==> src/rtl/regfile_dump_reader_pkg.sv <==
// Shared constants, state encoding and helpers for the register-file dump reader.
//   ADDR_W / DATA_W / NREGS : register index width, data width, register count
//   CNT_W                   : width of the requested/remaining count (0..NREGS)
//   state_e                 : FSM encoding (IDLE=0, FETCH=1, DRAIN=2, FINISH=3)
//   clamp_count()           : saturates a requested count at NREGS
package regfile_dump_reader_pkg;

  localparam int ADDR_W = 5;
  localparam int DATA_W = 32;
  localparam int NREGS  = 32;
  localparam int CNT_W  = ADDR_W + 1;

  typedef enum logic [1:0] {
    ST_IDLE   = 2'd0,
    ST_FETCH  = 2'd1,
    ST_DRAIN  = 2'd2,
    ST_FINISH = 2'd3
  } state_e;

  // A request larger than the register file still visits each register once.
  function automatic logic [CNT_W-1:0] clamp_count(input logic [CNT_W-1:0] req);
    logic [CNT_W-1:0] res;
    if (req > CNT_W'(NREGS)) begin
      res = CNT_W'(NREGS);
    end else begin
      res = req;
    end
    return res;
  endfunction

endpackage

==> src/rtl/regfile_dump_reader_pair_buffer.sv <==
// Two-entry (index, data) buffer holding one fetched register pair.
// Entry 0 is always the head, so the head outputs come straight from flops.
//   clk, rst        : clock, asynchronous active-high reset
//   flush           : drop all entries (highest priority)
//   load, load_two  : load a pair; load_two=0 loads only entry 0
//   load_idx*/data* : pair to load
//   pop             : remove the head entry; entry 1 shifts into the head
//   head_idx/data   : current head entry
//   empty           : no valid entries
//   last_entry      : exactly one valid entry remains
module regdump_pair_buffer
  import regfile_dump_reader_pkg::*;
(
  input  logic              clk,
  input  logic              rst,
  input  logic              flush,
  input  logic              load,
  input  logic              load_two,
  input  logic              pop,
  input  logic [ADDR_W-1:0] load_idx0,
  input  logic [DATA_W-1:0] load_data0,
  input  logic [ADDR_W-1:0] load_idx1,
  input  logic [DATA_W-1:0] load_data1,
  output logic [ADDR_W-1:0] head_idx,
  output logic [DATA_W-1:0] head_data,
  output logic              empty,
  output logic              last_entry
);

  logic [ADDR_W-1:0] idx0_r;
  logic [DATA_W-1:0] data0_r;
  logic              v0_r;
  logic [ADDR_W-1:0] idx1_r;
  logic [DATA_W-1:0] data1_r;
  logic              v1_r;

  // Entry storage: flush beats load beats pop.
  always_ff @(posedge clk or posedge rst) begin
    if (rst) begin
      idx0_r  <= '0;
      data0_r <= '0;
      v0_r    <= 1'b0;
      idx1_r  <= '0;
      data1_r <= '0;
      v1_r    <= 1'b0;
    end else if (flush) begin
      v0_r <= 1'b0;
      v1_r <= 1'b0;
    end else if (load) begin
      idx0_r  <= load_idx0;
      data0_r <= load_data0;
      v0_r    <= 1'b1;
      idx1_r  <= load_idx1;
      data1_r <= load_data1;
      v1_r    <= load_two;
    end else if (pop) begin
      idx0_r  <= idx1_r;
      data0_r <= data1_r;
      v0_r    <= v1_r;
      v1_r    <= 1'b0;
    end
  end

  // Entry 1 is only ever valid while entry 0 is, so v0_r alone decides emptiness.
  assign head_idx   = idx0_r;
  assign head_data  = data0_r;
  assign empty      = ~v0_r;
  assign last_entry = v0_r & ~v1_r;

endmodule

==> src/rtl/regfile_dump_reader.sv <==
// Walks a contiguous, wrapping range of the register file through both read
// ports and streams each value out as an (index, data) beat.
//   clk, rst            : clock, asynchronous active-high reset
//   start, first_idx,
//   count               : dump request (sampled in IDLE only; count clamps at NREGS)
//   abort               : cancel a dump in progress, no done pulse
//   busy, done          : dump in progress / one-cycle completion pulse
//   rd_addr0/1,
//   rd_data0/1          : register-file read ports (data is combinational)
//   out_valid/ready,
//   out_index/data/last : output beat stream
module regfile_dump_reader
  import regfile_dump_reader_pkg::*;
(
  input  logic              clk,
  input  logic              rst,
  input  logic              start,
  input  logic              abort,
  input  logic [ADDR_W-1:0] first_idx,
  input  logic [ADDR_W:0]   count,
  output logic              busy,
  output logic              done,
  output logic [ADDR_W-1:0] rd_addr0,
  output logic [ADDR_W-1:0] rd_addr1,
  input  logic [DATA_W-1:0] rd_data0,
  input  logic [DATA_W-1:0] rd_data1,
  output logic              out_valid,
  input  logic              out_ready,
  output logic [ADDR_W-1:0] out_index,
  output logic [DATA_W-1:0] out_data,
  output logic              out_last
);

  state_e            state_r;
  state_e            state_next_s;
  logic [ADDR_W-1:0] ptr_r;
  logic [ADDR_W-1:0] ptr_next_s;
  logic [CNT_W-1:0]  rem_r;
  logic [CNT_W-1:0]  rem_next_s;
  logic [CNT_W-1:0]  cnt_clamped_s;

  logic              load_s;
  logic              load_two_s;
  logic              pop_s;
  logic              flush_s;
  logic              one_next_s;
  logic              buf_empty_s;
  logic              last_entry_s;
  logic [ADDR_W-1:0] head_idx_s;
  logic [DATA_W-1:0] head_data_s;

  logic              busy_r;
  logic              done_r;
  logic              out_valid_r;
  logic              out_last_r;
  logic [ADDR_W-1:0] rd_addr0_r;
  logic [ADDR_W-1:0] rd_addr1_r;

  // Capture uses the registered read addresses, which equal ptr during FETCH.
  regdump_pair_buffer u_buf (
    .clk        (clk),
    .rst        (rst),
    .flush      (flush_s),
    .load       (load_s),
    .load_two   (load_two_s),
    .pop        (pop_s),
    .load_idx0  (rd_addr0_r),
    .load_data0 (rd_data0),
    .load_idx1  (rd_addr1_r),
    .load_data1 (rd_data1),
    .head_idx   (head_idx_s),
    .head_data  (head_data_s),
    .empty      (buf_empty_s),
    .last_entry (last_entry_s)
  );

  // Next-state, pointer/count update and buffer control.
  always_comb begin
    state_next_s  = state_r;
    ptr_next_s    = ptr_r;
    rem_next_s    = rem_r;
    load_s        = 1'b0;
    load_two_s    = 1'b0;
    pop_s         = 1'b0;
    flush_s       = 1'b0;
    cnt_clamped_s = clamp_count(count);

    case (state_r)
      ST_IDLE: begin
        if (start) begin
          if (cnt_clamped_s != CNT_W'(0)) begin
            ptr_next_s   = first_idx;
            rem_next_s   = cnt_clamped_s;
            state_next_s = ST_FETCH;
          end else begin
            state_next_s = ST_FINISH;
          end
        end else begin
          state_next_s = ST_IDLE;
        end
      end
      ST_FETCH: begin
        load_s       = 1'b1;
        load_two_s   = (rem_r >= CNT_W'(2));
        ptr_next_s   = ptr_r + ADDR_W'(2);
        rem_next_s   = load_two_s ? (rem_r - CNT_W'(2)) : (rem_r - CNT_W'(1));
        state_next_s = ST_DRAIN;
      end
      ST_DRAIN: begin
        // out_valid is exactly "state is DRAIN", so ready alone completes a beat.
        if (out_ready) begin
          pop_s = 1'b1;
          if (last_entry_s) begin
            state_next_s = (rem_r == CNT_W'(0)) ? ST_FINISH : ST_FETCH;
          end else begin
            state_next_s = ST_DRAIN;
          end
        end else begin
          state_next_s = ST_DRAIN;
        end
      end
      ST_FINISH: begin
        state_next_s = ST_IDLE;
      end
      default: begin
        state_next_s = ST_IDLE;
      end
    endcase

    // Abort wins over everything; a beat handshaking this cycle still counts.
    if (abort && (state_r != ST_IDLE)) begin
      state_next_s = ST_IDLE;
      flush_s      = 1'b1;
      load_s       = 1'b0;
      pop_s        = 1'b0;
    end else begin
      flush_s = 1'b0;
    end
  end

  // Whether the buffer will hold exactly one entry next cycle (drives out_last).
  always_comb begin
    if (load_s) begin
      one_next_s = ~load_two_s;
    end else if (pop_s) begin
      one_next_s = ~last_entry_s & ~buf_empty_s;
    end else begin
      one_next_s = last_entry_s;
    end
  end

  // State, pointer, count and registered outputs.
  always_ff @(posedge clk or posedge rst) begin
    if (rst) begin
      state_r     <= ST_IDLE;
      ptr_r       <= '0;
      rem_r       <= '0;
      busy_r      <= 1'b0;
      done_r      <= 1'b0;
      out_valid_r <= 1'b0;
      out_last_r  <= 1'b0;
      rd_addr0_r  <= '0;
      rd_addr1_r  <= '0;
    end else begin
      state_r     <= state_next_s;
      ptr_r       <= ptr_next_s;
      rem_r       <= rem_next_s;
      busy_r      <= (state_next_s == ST_FETCH) || (state_next_s == ST_DRAIN);
      done_r      <= (state_next_s == ST_FINISH);
      out_valid_r <= (state_next_s == ST_DRAIN);
      out_last_r  <= (state_next_s == ST_DRAIN) && one_next_s && (rem_next_s == CNT_W'(0));
      // Addresses change only on entry to FETCH and hold otherwise.
      if (state_next_s == ST_FETCH) begin
        rd_addr0_r <= ptr_next_s;
        rd_addr1_r <= ptr_next_s + ADDR_W'(1);
      end
    end
  end

  assign busy      = busy_r;
  assign done      = done_r;
  assign out_valid = out_valid_r;
  assign out_last  = out_last_r;
  assign out_index = head_idx_s;
  assign out_data  = head_data_s;
  assign rd_addr0  = rd_addr0_r;
  assign rd_addr1  = rd_addr1_r;

endmodule
==> config.mk <==
export PLATFORM = sky130hd
export DESIGN_NAME = regfile_dump_reader
export DESIGN_NICKNAME = d
export VERILOG_FILES = /design/src/rtl/regfile_dump_reader_pkg.sv /design/src/rtl/regfile_dump_reader_pair_buffer.sv /design/src/rtl/regfile_dump_reader.sv
export SDC_FILE = /design/constraint.sdc
export NUM_CORES = 1
export LEC_CHECK = 0
export ABC_AREA = 1
export CAP_MARGIN = 15
export CORE_MARGIN = 8
export CORE_UTILIZATION = 48
export CTS_CLUSTER_DIAMETER = 60
export DETAILED_ROUTE_END_ITERATION = 10
export PLACE_DENSITY = 0.91
export SYNTH_ARGS = -nofsm -noshare
export SYNTH_HDL_FRONTEND = slang
export SYNTH_SLANG_ARGS = --single-unit
==> constraint.sdc <==
create_clock -name clk -period 3.5 [get_ports clk]
set_input_delay 0.525 -clock clk [delete_from_list [all_inputs] [get_ports clk]]
set_output_delay 0.525 -clock clk [all_outputs]
set_load 0.1 [all_outputs]
=== Yosys cells after proc, flatten, opt, wreduce, memory -nomap -nowiden ===
Cells that the tools add are included.

* Output and inout port bits: 51
* Input port bits: 80
* Word-level logic and storage cells: 80
* Register bits after elaboration: 103

* Equal/unequal tests: 6
* Reduce and logical (&&, ||, !) cells: 13
* Bitwise logic cells: 6
* Magnitude comparators: 2
* Mux-type cells: 34
* Add/subtract/negate cells: 4

{| class="wikitable"
|+ Operators by type and width
! cell !! count
|-
| two-way mux 32 bit || 2
|-
| two-way mux 6 bit || 4
|-
| two-way mux 5 bit || 4
|-
| two-way mux 1 bit || 15
|-
| logical NOT 6 bit || 2
|-
| two-way mux 2 bit || 6
|-
| case mux 6 bit (2 select lines) || 1
|-
| case mux 5 bit (2 select lines) || 1
|-
| equality test 2 bit, second input constant || 4
|-
| case mux 2 bit (4 select lines) || 1
|-
| greater-or-equal comparator 6 x 2 -> 1 bit, second input constant || 1
|-
| greater-than comparator 6 bit, second input constant || 1
|-
| nonzero test 6 bit || 1
|-
| subtractor 6 x 1 -> 6 bit, second input constant || 1
|-
| subtractor 6 x 2 -> 6 bit, second input constant || 1
|-
| adder 5 x 1 -> 5 bit, second input constant || 1
|-
| adder 5 x 2 -> 5 bit, second input constant || 1
|-
| equality test 2 x 1 -> 1 bit, second input constant || 2
|-
| inverter 1 bit || 4
|-
| AND reduction 2 bit || 2
|-
| nonzero test 2 bit || 2
|-
| logical AND 1 bit || 3
|-
| nonzero test 3 bit || 1
|-
| bitwise AND 1 bit || 2
|-
| 2 further kinds || 2
|}

=== Longest topological paths before layout ===
Gate-level depths: netlist (run 1).

* Depth in word-level cells: 10
* Mapped depth: 17
* Depth with buffers taken out: 15

=== Hierarchy ===
Synthesis (run 1) repeated with hierarchy kept, for this count alone.

* Cells, all modules: 696
* Area total of the unflattened synthesis: 5183.7 sq um

{| class="wikitable"
|+ By module, submodules not included
! module !! seq. area each (sq um) !! cells an instance !! times used !! area an instance (sq um)
|-
| regdump_pair_buffer || 1901.8 || 448 || 1 || 3355.7
|-
| regfile_dump_reader || 675.6 || 248 || 1 || 1828.0
|}

=== Worst setup path after synthesis (run 1) ===
No wires, ideal clock.

* Path type: input -> register
* Start: input count[5]
* End: register rd_addr1_r[3] (netlist: rd_addr1[3])
* Buffers on the path: 1
* Data required time: 3.380 ns
* Stages: 12
* Library setup time: 0.120 ns
* Path slack: 1.260 ns
* Data arrival time: 2.120 ns
* Cells stage by stage: nor2_1 > nand4_1 > a221oi_1 > inv_1 > ha_1 > clkbuf_1 > clkinv_1 > nor2_1 > nand3_2 > nand2_1 > nand2_1 > nand2_1

* Longest elaborated chain between the ends: 8
* Elaborated cells on any way between the ends: 12
* Classes of those cells: add/sub (1); order compare (1); eq/ne (1); mux (8); reduce/logical (1)

{| class="wikitable"
|+ Ends and longest elaborated chain
! what !! line !! text
|-
| start: declaration || regfile_dump_reader.sv:20 || <nowiki>input logic [ADDR_W:0] count,</nowiki>
|-
| greater-than comparator 6 bit || regfile_dump_reader_pkg.sv:23 || <nowiki>if (req > CNT_W'(NREGS)) begin</nowiki>
|-
| two-way mux 6 bit * || regfile_dump_reader_pkg.sv:23 ||
|-
| nonzero test 6 bit * || regfile_dump_reader.sv:91 || <nowiki>if (cnt_clamped_s != CNT_W'(0)) begin</nowiki>
|-
| two-way mux 2 bit * || regfile_dump_reader.sv:91 ||
|-
| two-way mux 2 bit * || regfile_dump_reader.sv:90 || <nowiki>if (start) begin</nowiki>
|-
| case mux 2 bit (4 select lines) * || regfile_dump_reader.sv:88 || <nowiki>case (state_r)</nowiki>
|-
| two-way mux 2 bit * || regfile_dump_reader.sv:131 || <nowiki>if (abort && (state_r != ST_IDLE)) begin</nowiki>
|-
| net state_next_s[1] || regfile_dump_reader.sv:35 || <nowiki>state_e state_next_s;</nowiki>
|-
| equality test 2 x 1 -> 1 bit * || regfile_dump_reader.sv:173 || <nowiki>if (state_next_s == ST_FETCH) begin</nowiki>
|-
| end signal: assignment || regfile_dump_reader.sv:175 || <nowiki>rd_addr1_r <= ptr_next_s + ADDR_W'(1);</nowiki>
|-
| end: declaration || regfile_dump_reader.sv:57 || <nowiki>logic [ADDR_W-1:0] rd_addr1_r;</nowiki>
|}

The timed path passes the listed nets; every way through them passes the cells marked *.
A chain may end at the register's enable or synchronous reset.

=== Worst setup path in the final report (run 1) ===
* Start: register state_r[1]
* End: register rd_addr1_r[3] (netlist: rd_addr1[3])

* Longest elaborated chain between the ends: 4
* Elaborated cells on any way between the ends: 11
* Classes of those cells: add/sub (1); eq/ne (4); mux (3); reduce/logical (3)

{| class="wikitable"
|+ Ends and longest elaborated chain
! what !! line !! text
|-
| start: declaration || regfile_dump_reader.sv:34 || <nowiki>state_e state_r;</nowiki>
|-
| start signal: assignment || regfile_dump_reader.sv:165 || <nowiki>state_r <= state_next_s;</nowiki>
|-
| equality test 2 bit (tied with other cells) || regfile_dump_reader.sv:88 ||
|-
| case mux 2 bit (4 select lines) / logical AND 1 bit (equally long branches) || regfile_dump_reader.sv:88, regfile_dump_reader.sv:131 ||
|-
| two-way mux 2 bit * || regfile_dump_reader.sv:131 ||
|-
| net state_next_s[1] || regfile_dump_reader.sv:35 ||
|-
| equality test 2 x 1 -> 1 bit * || regfile_dump_reader.sv:173 ||
|}

Marks and branches as above.

==> impl_metrics.yaml, run 1 <==
detailed_routing:
  wl_per_cell_um: 15.6
  route.vias.total: 4225
  wl_met2_mm: 6.37
  route.met3.wl_um: 564
  routed.top_layer: "met4"
  drtPass1Iterations: 5
  drtIter0Drc: 295
  routed_wl_mm: 12.8
  m1WireLength_mm: 5.49
  final_antenna_net_count: 0
  drc: 0
  via_per_inst: 5.17
timing:
  setup_viol: 0
  period_share: 0.802
  timing.setup.tns_ns: 0
  hold_violations: 0
  fmax_mhz: 356
  worstMarginPinSlew_ns: 1.05
  clock_skew_ns: 0.0141
  drv_slew: 0
  rsz0062_at_grt: "no"
  fin_crit_ns: 2.81
  slew_headroom: 0.295
floorplanning:
  dieWidth_um: 116
  ios: 131
  std_cell_rows: 36
  coreArea_um2: 9730
  initial_core_util: 0.493
  dieArea_um2: 13400
  die_h_um: 116
layout:
  synthToLayoutAreaGrowth_pct: 32.7
  stdcell_count: 817
  nFillCells: 799
  design_area_um2: 6360
  antenna_cells: 0
  nets: 769
  final_util: 0.654
  layout-drive-gt1-share: 0.0702
synth:
  synthFlopType: "dfrtp_1"
  ys_warn_count: 0
  syn-num-nets: 648
  yosysMostFrequentCell: "nand2_1"
  synth_common_cells: "nand2_1 (205), dfrtp_1 (103), nor2_1 (52)"
  synth_edf_count: 0
  syn_area_per_cell_um2: 8.59
  async_flop_share: 1.00
  synth.area.top_cells: "dfrtp_1 (54%), nand2_1 (16%), a31oi_1 (5.1%)"
  synth.distinct_cells: 38
  ys_seq_area_frac: 0.538
  netlist_instances: 558
  syn-cell-area_um2: 4790
  yosys.area.top_type_share: 0.538
  ys_ff_latch: 103
  synth_top_cell_by_area: "dfrtp_1"
place:
  place_congestion: 0.883
  dp_hpwl_mm: 9.75
  placed_area_um2: 6170
  dp_cells: 801
  port_buffers: 130
setup_path:
  critPathMaxFanout: 12
  cp-start-kind: "flip-flop"
  crit_type: "reg -> reg"
  worstPathRequired_ns: 3.80
  crit_path_end_kind: "flip-flop"
  arrival_ns: 3.10
global_route:
  grt_pass1_wl_mm: 20.3
  grt_overflow: 0
  grt_antenna_before_repair: 0
  grt_pass1_vias: 4122
  track_usage: 0.192
  grt_max_degree: 75
clock_network:
  htree_levels: 3
  cts_buffers: 9
  cts-resized-gates: 0
  clkSinkCount: 103
  clkTransAtPathRegs_ns: 0.11
  cts_root_buf: "clkbuf_8"
  cts.path.max_buffers: 2
  postCtsSetupRepairBufs: 0
  cts_tree: "built"
  clock_latency_ns: 0.36
  cts_hold_buf: 0
run_status:
  run_status: "complete, no violations"
hold_path:
  hp-class: "reg -> reg"
run:
  cap_violations: 0
==> per-layer routing <==
| metal | global-route usage | vias up |
|---|---|---|
| met5 | 0 | - |
| met1 | 0.236 | 2023 |
| met4 | 0.0925 | 0 |
| met3 | 0.0287 | 26 |
| met2 | 0.323 | 131 |
| li1 | - | 2045 |
==> worst max-delay path, cell delays in order (launching register included) <==
cell and delay [ns]:
dfrtp_1 0.61, clkinv_4 0.16, nand2_2 0.26, inv_1 0.20, nor2_1 0.19, a221oi_1 0.09, inv_1 0.08, ha_1 0.36
clkinv_1 0.31, nor2_1 0.23, nand3_2 0.09, nand2_1 0.06, nand2_1 0.04, nand2_1 0.05
==> stage by stage <==
step,worst slack (ns),hold WS [ns]
after global placement,0.674,0.449
after floorplan,0.271,0.437
final,0.693,0.473
after CTS,0.761,0.479
after global routing,0.479,0.502
after detailed placement,0.571,0.456
==> sequential cells by signal, summed over array words and instances (netlist names) <==
name	flops
u_buf.v0_r	1
u_buf.v1_r	1
rd_addr1	5
u_buf.data1_r	32
busy	1
rem_r	6
u_buf.idx1_r	5
out_last	1
ptr_r	5
state_r	2
u_buf.head_data	32
out_valid	1
u_buf.head_idx	5
rd_addr0	5
done	1
==> worst paths after layout <==
check                                           end  cells past startpoint  slack (ns)       startpoint
min in group asynchronous       u_buf.head_data[11]                      2        0.57              rst
worst max register to register          rd_addr1[3]                     13        0.69       state_r[1]
worst max-delay path                    rd_addr1[3]                     13        0.69       state_r[1]
max in group asynchronous          u_buf.data1_r[1]                      3        2.23              rst
worst min register to register      u_buf.idx1_r[4]                      2        0.47  u_buf.idx1_r[4]
worst min-delay path                u_buf.idx1_r[4]                      2        0.47  u_buf.idx1_r[4]
==> kinds of logic after synthesis <==
family,share of synthesized area
buffers and inverters,0.0655
and+or+nand+nor,0.263
xor gates and xnor gates,0.0110
DFF,0.538
adders and majority gates,0.0261
AOI/OAI and AO/OA,0.0961
==> cells in the final DEF (no fill, tap or decap), types with 5 or more instances in the layout <==
master	Yosys	final
dfrtp_1	103	103
nand4_1	5	5
nand2_2	5	6
nand2_1	205	204
xor2_1	6	6
a31oi_1	39	39
nor2_1	52	52
nand3_1	22	22
inv_1	36	35
ha_1	10	10
clkbuf_8	0	10
a21oi_1	7	7
o21ai_0	11	11
clkdlybuf4s50_1	0	130
==> layout make-up <==
class	instances	area, um2	area share
clock buffer	10	138	0.0216
timing repair buffer	135	1360	0.214
clock inverter	6	52.6	0.00826
multi-input combinational	390	1900	0.299
sequential	103	2580	0.405
inverter	40	158	0.0248
tap	133	166	0.0262
Power of run 1 is not shown: default switching activity piles up to over one toggle a cycle in this logic, so the estimate is an artifact.
==> run 2: changes to the inputs <==
- clock period: 3.5 -> 2.8 ns (I/O delays scaled with it)
==> run 2 against run 1 <==
Net effect: wire length is 1.5% higher; critical path depth is 1 lower; die area stayed put; cell count is 0.61% higher; worst hold slack better by 0.0016 ns; cell area is 0.94% lower; non-clock buffer count is 5 higher; highest routed layer unchanged.
==> impl_metrics.yaml, run 2 (synthesis gave the netlist of run 1 again) <==
detailed_routing:
  drtPass1Iterations: 5
  drc: 0
  route.vias.total: 4263
  final_antenna_net_count: 0
  drtIter0Drc: 372
  via_per_inst: 5.19
  routed_wl_mm: 13.0
  wl_per_cell_um: 15.8
clock_network:
  cts_tree: "built"
  cts_hold_buf: 0
  htree_levels: 3
  cts_root_buf: "clkbuf_8"
  cts_buffers: 9
  clock_latency_ns: 0.37
  postCtsSetupRepairBufs: 0
  clkTransAtPathRegs_ns: 0.09
  cts-resized-gates: 0
  cts.path.max_buffers: 2
  clkSinkCount: 103
floorplanning:
  coreArea_um2: 9730
  die_h_um: 116
  dieWidth_um: 116
  initial_core_util: 0.493
  dieArea_um2: 13400
  std_cell_rows: 36
  ios: 131
setup_path:
  crit_top_cell: "nand2_1"
  crit_type: "in -> reg"
  crit_cells: 12
  cp_top_family: "simple AND/OR/NAND/NOR gates"
  r2r_cells: 14
  critPathMaxFanout: 10
  cp-start-kind: "input port"
  crit_path_end_kind: "flip-flop"
  arrival_ns: 2.55
  path_buf_inv: 3
  worstPathRequired_ns: 3.07
  max_stage_delay_ns: 0.50
  slowest_stage: "clkdlybuf4s50_1"
  path_cells: "clkdlybuf4s50_1 -> nor2_1 -> nand4_1 -> a221oi_1 -> inv_1 -> ha_1 -> clkinv_1 -> nor2_1 -> nand3_2 -> nand2_1 -> nand2_1 -> nand2_1"
place:
  port_buffers: 130
  place_congestion: 0.834
  dp_hpwl_mm: 9.68
  placed_area_um2: 6080
hold_path:
  hold_depth: 2
  hp-class: "reg -> reg"
timing:
  hold_slack_ns: 0.475
  rsz0062_at_grt: "no"
  fin_crit_ns: 2.28
  period_share: 0.813
  hold_violations: 0
  setup_viol: 0
  worstMarginPinSlew_ns: 0.538
  fmax_mhz: 439
  clock_skew_ns: 0.0133
  slew_headroom: 0.641
  drv_slew: 0
  timing.setup.tns_ns: 0
layout:
  layout-drive-gt1-share: 0.150
  final_util: 0.647
  nFillCells: 792
  final_cell_mix: "nand2_1 (204), dfrtp_1 (103), clkdlybuf4s50_1 (79), buf_4 (59), nor2_1 (52)"
  design_area_um2: 6300
  nets: 774
  synthToLayoutAreaGrowth_pct: 31.4
  final_common_cell: "nand2_1"
global_route:
  grt_antenna_before_repair: 0
  grt_overflow: 0
  track_usage: 0.196
  grt_max_degree: 104
  grt_pass1_vias: 4300
  grt_pass1_wl_mm: 20.8
run_status:
  run_status: "complete, no violations"
run:
  cap_violations: 0
[run 2: cell count changes in the layout (fill, tap and decap cells not counted)]
cell / change
inv_6: -1
diode_2: +1
clkinv_4: -1
clkdlybuf4s50_1: -51
clkinv_2: +1
inv_4: -1
buf_4: +56
clkbuf_8: -1
bufinv_16: +2
[run 2: layer usage]
metal / track usage / wire length (um) / vias to the layer above
li1: - / - / 2059
met4: 0.0942 / 383 / 0
met2: 0.327 / 6270 / 148
met3: 0.0391 / 836 / 21
met5: 0 / 0 / -
met1: 0.238 / 5480 / 2035
[run 2: stage by stage]
stage | setup WS, ns | instances
after floorplan | 0.581 | 558
after global placement | 0.279 | 806
after detailed placement | 0.158 | 806
after CTS | 0.551 | 821
after global routing | 0.342 | 821
final | 0.523 | 822
[run 2: layout make-up]
cell class                      count  area, um2  area share
Clock inverter                      6       92.6      0.0147
Multi-Input combinational cell    390       1900       0.302
Sequential cell                   103       2580       0.409
Inverter                           40        159      0.0252
Timing Repair Buffer              140       1270       0.202
Antenna cell                        1       2.50    0.000397
Clock buffer                        9        124      0.0197
Tap cell                          133        166      0.0264
[run 2: worst paths after layout]
kind	slack [ns]	to	startpoint
max in group asynchronous	1.86	rd_addr0[2]	rst
hold / removal	0.47	u_buf.idx1_r[3]	u_buf.idx1_r[3]
min in group asynchronous	0.55	u_buf.data1_r[3]	rst
hold reg to reg	0.47	u_buf.idx1_r[3]	u_buf.idx1_r[3]
setup reg to reg	0.54	rd_addr1[3]	rem_r[1]
setup / recovery	0.52	rd_addr1[3]	count[5]
[run 2: worst reg2reg max path: cells and delay by family, from the launching register on]
kind	cells	cell delay [ns]
flops	1	0.48
compound gates	1	0.37
buf+inv	3	0.37
fa+ha+maj	2	0.49
simple gates	8	0.45
Power of run 2 is left out for the same reason.
==> run 3: changes to the inputs <==
- clock period: 2.8 -> 2.24 ns (I/O delays scaled with it)
==> run 3 against run 2 <==
Net effect: cell area increased by 1.6%; critical path depth increased by 3; register-to-register slack got worse by 0.36 ns; global-route usage increased by 0.64 points; first-iteration DRC count increased by 28%; sequential cell count unchanged; cell count increased by 1.7%; critical path type is now reg -> reg; critical endpoint unchanged; largest cell class unchanged.
==> impl_metrics.yaml, run 3 (synthesis gave the netlist of run 1 again) <==
setup_path:
  r2r_start: "rem_r[3]"
  crit_path_end_kind: "flip-flop"
  crit_type: "reg -> reg"
  slowest_stage: "dfrtp_1"
  critical_path.startpoint: "rem_r[3]"
  r2r_cells: 15
  path_cells: "nor2_4 -> nand2_2 -> inv_1 -> nand2_1 -> nand3_1 -> nand2_1 -> a221oi_2 -> inv_1 -> ha_1 -> clkinv_1 -> nor2_1 -> nand3_2 -> nand2_1 -> nand2_1 -> nand2_1"
  max_stage_delay_ns: 0.50
  critPathMaxFanout: 6
  endpoint: "rd_addr1[3]"
  cp-start-kind: "flip-flop"
  crit_top_cell: "nand2_1"
  arrival_ns: 2.31
  worstPathRequired_ns: 2.49
  rrSetupSlack_ns: 0.18
  r2r_end: "rd_addr1[3]"
clock_network:
  cts_buffers: 9
  cts_root_buf: "clkbuf_8"
  clkTransAtPathRegs_ns: 0.10
  htree_levels: 3
  clkSinkCount: 103
  cts_tree: "built"
  cts.path.max_buffers: 2
  clock_latency_ns: 0.36
  postCtsSetupRepairBufs: 0
run_status:
  run_status: "complete, no violations"
place:
  dp_cells: 820
  place_congestion: 0.873
  dp_hpwl_mm: 10.1
  port_buffers: 130
  dp_slack_ns: -0.124
layout:
  stdcell_count: 836
  layout-drive-gt1-share: 0.172
  nets: 788
  antenna_cells: 0
  final_cell_mix: "nand2_1 (204), dfrtp_1 (102), clkdlybuf4s50_1 (79), buf_4 (71), nor2_1 (51)"
  final_common_cell: "nand2_1"
  synthToLayoutAreaGrowth_pct: 33.6
timing:
  hold_violations: 0
  slew_headroom: 0.635
  worstMarginPinSlew_ns: 0.548
  period_share: 0.918
  clock_skew_ns: 0.0138
  fmax_mhz: 486
  setup_viol: 0
  fin_crit_ns: 2.06
  drv_slew: 0
  hold_slack_ns: 0.475
  worst_slack_ns: 0.183
detailed_routing:
  routed_wl_mm: 13.4
  drc: 0
  via_per_inst: 5.23
  wl_per_cell_um: 16.0
  drtIter0Drc: 478
  final_antenna_net_count: 0
  route.vias.total: 4375
  drtPass1Iterations: 5
floorplanning:
  initial_core_util: 0.493
  dieWidth_um: 116
  coreArea_um2: 9730
  die_h_um: 116
  dieArea_um2: 13400
  ios: 131
  std_cell_rows: 36
global_route:
  grt_overflow: 0
  track_usage: 0.203
  grt_pass1_wl_mm: 21.8
  grt_max_degree: 104
  grt_antenna_before_repair: 0
  grt_pass1_vias: 4450
hold_path:
  hp-class: "in -> async"
run:
  cap_violations: 0
==> run 3: worst min path at each step <==
stage | start | to | slack [ns] | cells after the start
after global routing | rd_data1[23] | u_buf.data1_r[23] | 0.50 | 3
after global placement | u_buf.data1_r[20] | u_buf.data1_r[20] | 0.45 | 2
after floorplan | u_buf.data1_r[0] | u_buf.data1_r[0] | 0.44 | 2
after CTS | u_buf.idx1_r[2] | u_buf.idx1_r[2] | 0.48 | 2
after detailed placement | u_buf.idx1_r[2] | u_buf.idx1_r[2] | 0.46 | 2
final | rst | done | 0.47 | 3
==> run 3: final cells by class <==
class / instances / area (um2)
Fill cell: 759 / 3330
Clock buffer: 10 / 128
Sequential cell: 103 / 2580
Tap cell: 133 / 166
Timing Repair Buffer: 154 / 1400
Clock inverter: 6 / 53.8
Inverter: 40 / 159
Multi-Input combinational cell: 390 / 1910
==> run 3: worst max-delay path, delay by kind of cell, from the launching register on <==
kind	cells	cell delay, ns
compound gates	1	0.27
fa+ha+maj	1	0.25
simple gates	10	0.68
flops	1	0.50
buf+inv	3	0.25
==> run 3: layer usage <==
layer	GRT usage	share of wire	up-vias
li1	-	-	2083
met1	0.241	0.41	2102
met2	0.363	0.51	174
met3	0.0318	0.061	16
met4	0.0683	0.017	0
met5	0	0	-
==> run 3: metrics by stage <==
stage | instance area (um2) | utilization | setup TNS, ns
floorplan | 4800 | - | 0
global placement | 6210 | 0.638 | 0
detailed placement | 6210 | 0.638 | -0.678
CTS | 6390 | 0.657 | 0
global route | 6400 | 0.658 | -0.0125
finish | 6400 | 0.658 | 0
==> run 3: what timing repair did <==
item,4_1_cts,5_1_grt
gates resized for setup,0,4
hold buffers,0,0
endpoints found under the setup margin,0,11
Power of run 3 is left out for the same reason.
